File: src/rtl/uart_tx_ctrl_if.sv
// uart_tx_ctrl_if: valid/ready frame request handshake into the UART transmit controller
interface uart_tx_ctrl_if #(
    parameter int DATA_WIDTH = 8
);
    logic [DATA_WIDTH-1:0] tx_data;
    logic tx_valid;
    logic tx_ready;
    modport master(output tx_data, output tx_valid, input tx_ready);
    modport slave(input tx_data, input tx_valid, output tx_ready);
endinterface

File: src/rtl/uart_tx_ctrl.sv
// uart_tx_ctrl: UART frame sequencer driving an external LSB-first PISO shift register
module uart_tx_ctrl #(
    parameter int DATA_WIDTH = 8,
    parameter int CLKS_PER_BIT = 16
) (
    input logic clk,
    input logic reset,
    uart_tx_ctrl_if.slave req,
    output logic [DATA_WIDTH-1:0] piso_data,
    output logic piso_load,
    output logic piso_shift,
    input logic piso_q,
    output logic tx,
    output logic busy
);
    localparam int CW = $clog2(CLKS_PER_BIT + 1);
    localparam int IW = DATA_WIDTH > 1 ? $clog2(DATA_WIDTH) : 1;
    localparam logic [CW-1:0] CNT_LAST = CW'(CLKS_PER_BIT - 1);
    localparam logic [IW-1:0] IDX_LAST = IW'(DATA_WIDTH - 1);
    typedef enum logic [1:0] {IDLE, START, DATA, STOP} state_t;
    state_t state, state_n;
    logic [CW-1:0] cnt, cnt_n;
    logic [IW-1:0] idx, idx_n;
    logic acc, done;
    assign acc = req.tx_valid && req.tx_ready;
    assign done = cnt == CNT_LAST;
    always_comb begin
        state_n = state == IDLE ? (acc ? START : IDLE) :
                  !done ? state :
                  state == START ? DATA :
                  state == DATA ? (idx == IDX_LAST ? STOP : DATA) : IDLE;
        cnt_n = (state == IDLE || done) ? '0 : cnt + 1'b1;
        idx_n = state != DATA ? '0 : done ? idx + 1'b1 : idx;
    end
    // Shift strobe is derived from the next state so it lands on the last cycle of a bit period.
    always_ff @(posedge clk) begin
        if (reset) begin
            state <= IDLE;
            cnt <= '0;
            idx <= '0;
            tx <= 1'b1;
            req.tx_ready <= 1'b1;
            busy <= 1'b0;
            piso_load <= 1'b0;
            piso_shift <= 1'b0;
            piso_data <= '0;
        end else begin
            state <= state_n;
            cnt <= cnt_n;
            idx <= idx_n;
            tx <= state == START ? 1'b0 : state == DATA ? piso_q : 1'b1;
            req.tx_ready <= state_n == IDLE;
            busy <= state_n != IDLE;
            piso_load <= acc;
            piso_shift <= state_n == DATA && cnt_n == CNT_LAST && idx_n != IDX_LAST;
            if (acc) piso_data <= req.tx_data;
        end
    end
endmodule
File: src/flat_wrapper.sv
// flat-port wrapper written by rule: the top's interface ports become plain ports
module uart_tx_ctrl_flat 
#(
    parameter int DATA_WIDTH = 8,
    parameter int CLKS_PER_BIT = 16
)
  (clk, reset, piso_data, piso_load, piso_shift, piso_q, tx, busy, req_tx_data, req_tx_valid, req_tx_ready);
  uart_tx_ctrl_if #(.DATA_WIDTH(DATA_WIDTH)) req_i ();
  input logic clk;
  input logic reset;
  output logic [DATA_WIDTH-1:0] piso_data;
  output logic piso_load;
  output logic piso_shift;
  input logic piso_q;
  output logic tx;
  output logic busy;
  input wire logic [$bits(req_i.tx_data)-1:0] req_tx_data;
  input wire logic [$bits(req_i.tx_valid)-1:0] req_tx_valid;
  output wire logic [$bits(req_i.tx_ready)-1:0] req_tx_ready;
  assign req_i.tx_data = req_tx_data;
  assign req_i.tx_valid = req_tx_valid;
  assign req_tx_ready = req_i.tx_ready;
  uart_tx_ctrl #(.DATA_WIDTH(DATA_WIDTH), .CLKS_PER_BIT(CLKS_PER_BIT)) u_core (.clk(clk), .reset(reset), .req(req_i), .piso_data(piso_data), .piso_load(piso_load), .piso_shift(piso_shift), .piso_q(piso_q), .tx(tx), .busy(busy));
endmodule
File: config.mk
export PLATFORM = sky130hd
export DESIGN_NAME = uart_tx_ctrl_flat
export DESIGN_NICKNAME = d
export VERILOG_FILES = /design/src/rtl/uart_tx_ctrl_if.sv /design/src/rtl/uart_tx_ctrl.sv /design/src/flat_wrapper.sv
export SDC_FILE = /design/constraint.sdc
export NUM_CORES = 1
export LEC_CHECK = 0
export ABC_AREA = 1
export CAP_MARGIN = 15
export CORE_ASPECT_RATIO = 1.1
export CORE_MARGIN = 3
export CORE_UTILIZATION = 53
export CTS_CLUSTER_DIAMETER = 30
export DETAILED_ROUTE_END_ITERATION = 8
export DONT_BUFFER_PORTS = 1
export PLACE_DENSITY = 0.75
export SETUP_SLACK_MARGIN = 0.05
export SLEW_MARGIN = 20
export SYNTH_ARGS = -nofsm -noshare
export SYNTH_HDL_FRONTEND = slang
export SYNTH_SLANG_ARGS = --single-unit
File: constraint.sdc
create_clock -name clk -period 1.6 [get_ports clk]
set_input_delay 0.32 -clock clk [delete_from_list [all_inputs] [get_ports clk]]
set_output_delay 0.32 -clock clk [all_outputs]
set_load 0.05 [all_outputs]
Word level (Yosys, flattened, before mapping)
Index checks and enable logic that the tools add are counted.
{ "op_classes": {"n_eq_ne": 8, "muxes": 11, "reduce_logical": 7, "addsub": 2} }
{ "ops": {"columns": ["op", "n"], "rows": [
  ["== test 5 x 4 -> 1 bit (second input constant)", 2],
  ["two-way mux 2 bit", 4],
  ["two-way mux 3 bit", 2],
  ["adder 5 x 1 -> 5 bit (second input constant)", 1],
  ["two-way mux 5 bit", 1],
  ["== test 2 bit (second input constant)", 2],
  ["logical NOT 2 bit", 2],
  ["two-way mux 1 bit", 4],
  ["adder 3 x 1 -> 3 bit (second input constant)", 1],
  ["== test 3 bit (second input constant)", 1],
  ["logical AND 1 bit", 3],
  ["inequality test 3 bit (second input constant)", 1],
  ["== test 2 x 1 -> 1 bit (second input constant)", 1],
  ["inequality test 2 bit (second input constant)", 1],
  ["nonzero test 2 bit", 1],
  ["logical OR 1 bit", 1]
]} }
{ "totals": {"reg_bits": 23, "elab_cells": 37, "inputBits": 12, "out_inout_bits": 13} }

Depth between registers and ports, before layout
{ "logic_depth": {"ltp_word": 9, "depth_mapped": 12} }

Worst setup path before layout
OpenSTA, ideal clock, no wires.
{ "synth_path": {"path_type": "reg2reg", "start": "reg u_core.cnt[0]", "end": "reg u_core.req.tx_ready", "required_ns": 1.484, "stages_incl_launch_ff": 12, "setup_time_ns": 0.116, "t_arrival_ns": 1.374, "n_path_buf": 1, "synth_period_minus_slack_ns": 1.490, "slack_ns": 0.110, "path_cell_list": "dfxtp_1 -> ha_1 -> nand2_1 -> nor2_1 -> ha_1 -> buf_6 -> clkinv_2 -> nand2_4 -> o21ai_2 -> inv_1 -> nor2_4 -> nor2_4"} }
{ "synth_via": {"elab_chain_len": 4} }
{ "synth_lines": {"columns": ["element", "line", "rtl"], "rows": [
  ["start, declared", "uart_tx_ctrl.sv:22", "logic [CW-1:0] cnt, cnt_n;"],
  ["start signal, assigned", "uart_tx_ctrl.sv:49", "cnt <= cnt_n;"],
  ["== test 5 x 4 -> 1 bit", "uart_tx_ctrl.sv:26", "assign done = cnt == CNT_LAST;"],
  ["two-way mux 2 bit", "uart_tx_ctrl.sv:29", "!done ? state :"],
  ["two-way mux 2 bit", "uart_tx_ctrl.sv:28", "state_n = state == IDLE ? (acc ? START : IDLE) :"],
  ["logical NOT 2 bit", "uart_tx_ctrl.sv:52", "req.tx_ready <= state_n == IDLE;"],
  ["end signal, assigned", "uart_tx_ctrl.sv:42", "req.tx_ready <= 1'b1;"],
  ["end signal, assigned", "uart_tx_ctrl.sv:52", null],
  ["end, declared", "uart_tx_ctrl_if.sv:9", "modport slave(input tx_data, input tx_valid, output tx_ready);"]
]} }
Every way passes these cells.
A chain may end at the register's enable or synchronous reset.

Final worst setup path
{ "layout_path": {"start": "reg u_core.cnt[0]", "end": "reg u_core.piso_shift"} }
{ "layout_via": {"elab_chain_len": 6} }
{ "layout_lines": {"columns": ["element", "line", "rtl"], "rows": [
  ["parallel branches: the longest is 5 deep, another holds adder 5 x 1 -> 5 bit", null, null],
  ["logical AND 1 bit (*)", "uart_tx_ctrl.sv:55", "piso_shift <= state_n == DATA && cnt_n == CNT_LAST && idx_n != IDX_LAST;"],
  ["end signal, assigned", "uart_tx_ctrl.sv:45", "piso_shift <= 1'b0;"],
  ["end signal, assigned", "uart_tx_ctrl.sv:55", null],
  ["end, declared", "uart_tx_ctrl.sv:11", "output logic piso_shift,"]
]} }
Every way passes the cells marked *.

==> impl_metrics.py <==
metrics = {
    "status": {
        "status": "completed",
    },
    "timing": {
        "fmax_mhz": 627.4,
        "tightest_slew_ps": 539.2,
        "rsz0062_at_grt": "true",
        "period_needed_ps": 1594,
        "timing.final.hold_violations": 0,
        "skew_ps": 5.944,
        "fin_setup_tns_ps": 0,
        "fin_ws_ps": 6.071,
        "setup_violations": 0,
        "post-route-period-util_pct": 99.62,
        "final_max_slew_viol_count": 0,
        "relSlewSlack_pct": 64.01,
    },
    "clock_tree": {
        "clockBufferDepth": 2,
        "numCtsBuffers": 3,
        "cts_root_buf": "clkbuf_4",
        "cts_num_sinks": 23,
        "tritoncts": "yes",
        "path_clk_slew_ps": 130,
        "worstSkewPairLatency_ps": 310,
        "ctsHoldBuffers": 0,
        "htree_levels": 1,
    },
    "power_and_ir_drop": {
        "ir_worst_vdd_uv": 736.7,
        "power_density_nw_per_um2": 863.6,
        "combPwrFrac_pct": 9.1,
        "power_frac_seq_pct": 65.1,
        "power.leakage_nw": 0.5253,
        "switching_power_w": 0.0003365,
        "netSwitchingFraction_pct": 31.55,
        "p_total_w": 0.001067,
        "p_int_w": 0.0007300,
        "pwr-share-clk_pct": 25.8,
    },
    "global_route": {
        "grt_first_pass_wirelength_mm": 3.574,
        "grt_usage_pct": 20.12,
        "antenna_found_initial": 0,
        "grt_max_degree": 15,
        "grt_pass1_vias": 815,
        "overflow": 0,
    },
    "placement": {
        "pre_cts_slack_ps": -29.61,
        "place.port_buffers": 0,
        "hpwl_mm": 1.450,
        "gp_congestion": 0.8717,
    },
    "min_path": {
        "hold_path_class": "primary input to register",
    },
    "die": {
        "core-area_um2": 1670,
        "die_h_um": 51.72,
        "dieArea_um2": 2460,
        "ioPinCount": 25,
        "initial_core_util_pct": 60.30,
        "rows": 15,
        "die_w_um": 47.57,
    },
    "final_layout": {
        "n_antenna_cell": 0,
        "drive_gt1_share_pct": 33.33,
        "final_core_util_pct": 73.93,
        "area_growth_pct": 22.61,
        "final_nets": 164,
    },
    "setup_path": {
        "cp_max_fo": 7,
        "start_kind": "register",
        "worstPathRequired_ps": 1820,
        "endpoint_kind": "register",
        "cp_cell_sequence": "ha_4 > nand2_4 > nor2_2 > ha_2 > buf_6 > xor2_1 > nand3_1 > nand2_1 > nor2_1",
        "timing.critical_path.slowest_cell_delay_ps": 380,
        "critical_path_class": "register to register",
        "cp.arrival_ps": 1820,
        "slowest_stage": "dfxtp_2",
    },
    "yosys": {
        "synth_area_um2": 1007,
        "synth.avg_cell_area_um2": 7.931,
        "seq_area_frac_synth_pct": 45.71,
        "synth_seq_cells": 23,
        "synth.distinct_cells": 17,
        "synth_nets": 146,
        "yosysWarnings": 0,
        "synth_cells": 127,
    },
    "route": {
        "vias_per_cell": 5.503,
        "vias": 886,
        "drt_iter0_markers": 32,
        "drt_first_pass_iters": 4,
        "postRouteAntennaNets": 0,
        "drc_errors": 0,
        "wl_per_cell_um": 14.55,
        "totalWireLength_mm": 2.342,
    },
    "run": {
        "cap_violations": 0,
    },
}
[worst max-delay path: cells and delay by family, from the launching register on]
family | cells | cell delay [ps]
fa+ha+maj | 2 | 350
simple gates | 5 | 390
flops | 1 | 380
xor+xnor | 1 | 250
buf+inv | 1 | 140
[flip-flops by register name (all words and copies together) (netlist names)]
register             cells
u_core.busy              1
u_core.cnt               5
u_core.idx               3
u_core.piso_data         8
u_core.piso_load         1
u_core.piso_shift        1
u_core.req.tx_ready      1
u_core.state             2
u_core.tx                1
[path summary, 6_finish.rpt]
check	start	to	slack [ps]	cells after the start
setup / recovery	u_core.cnt[0]	u_core.piso_shift	6	9
hold / removal	reset	u_core.piso_load	60	1
setup reg to reg	u_core.cnt[0]	u_core.piso_shift	6	9
hold reg to reg	u_core.idx[2]	u_core.idx[2]	550	2
[cell families (layout without fill, tap and decap cells)]
family / Yosys count / in the layout / synth area share, %
DFF: 23 / 23 / 45.71
buffers and inverters: 19 / 36 / 8.695
and+or+nand+nor: 67 / 67 / 30.68
adders and majority gates: 7 / 7 / 8.695
xor gates and xnor gates: 1 / 1 / 0.8697
AOI/OAI and AO/OA: 10 / 10 / 5.341
[metrics by stage]
stage	hold WS [ps]	cell area, um2	std cells
after CTS	54.24	1164	158
after floorplan	442.4	1007	127
after global placement	394.8	1036	146
final	59.15	1235	161
after detailed placement	395.8	1036	146
after global routing	31.29	1235	161
[power groups by stage]
stage,Sequential (W),Clock [W],Combinational (W)
finish,0.000694,0.000275,0.0000974
global route,0.000698,0.000307,0.000110
CTS,0.000695,0.000280,0.0000941
detailed placement,0.000708,0,0.0000871
global placement,0.000707,0,0.0000844
floorplan,0.000710,0,0.0000678
[synthesized netlist by cell type, drive strengths merged]
cell type / number / share of area [%]
nand3: 7 / 3.5
nor3: 5 / 2.5
nor2: 37 / 17
ha: 7 / 8.7
buf: 2 / 2.2
dfxtp: 23 / 46
nand2: 18 / 7.9
clkinv: 1 / 0.50
inv: 16 / 6.0
xor2: 1 / 0.87
o21ai: 10 / 5.3
[per-layer routing]
layer / up-vias / global-route usage (%) / wire length, um
met3: 12 / 4.498 / 173
met1: 401 / 24.42 / 911
met4: 0 / 7.623 / 74
li1: 429 / - / -
met2: 44 / 33.48 / 1183
met5: - / 0 / 0
[cells in the final DEF, fill, tap and decap left out, drive strengths merged]
cell       n
nor2      37
dfxtp     23
nand2     18
inv       16
buf       15
o21ai     10
nand3      7
ha         7
nor3       5
clkbuf     3
xor2       1
clkinv     1
clkinvlp   1
[layout make-up]
cell class	instances	area [um2]
tap	17	21.27
multi-input combinational	85	529.3
fill	115	435.4
clock inverter	1	7.507
inverter	17	68.82
clock buffer	3	22.52
sequential	23	465.4
timing repair buffer	15	120.1
[what timing repair did]
action	CTS	global route
gates resized for setup	10	14
hold endpoints to repair	0	0
pin swaps	8	11
gates cloned	0	0
buffers inserted	8	3
endpoints found under the setup margin	3	5
(Power assumes the default switching activity.)
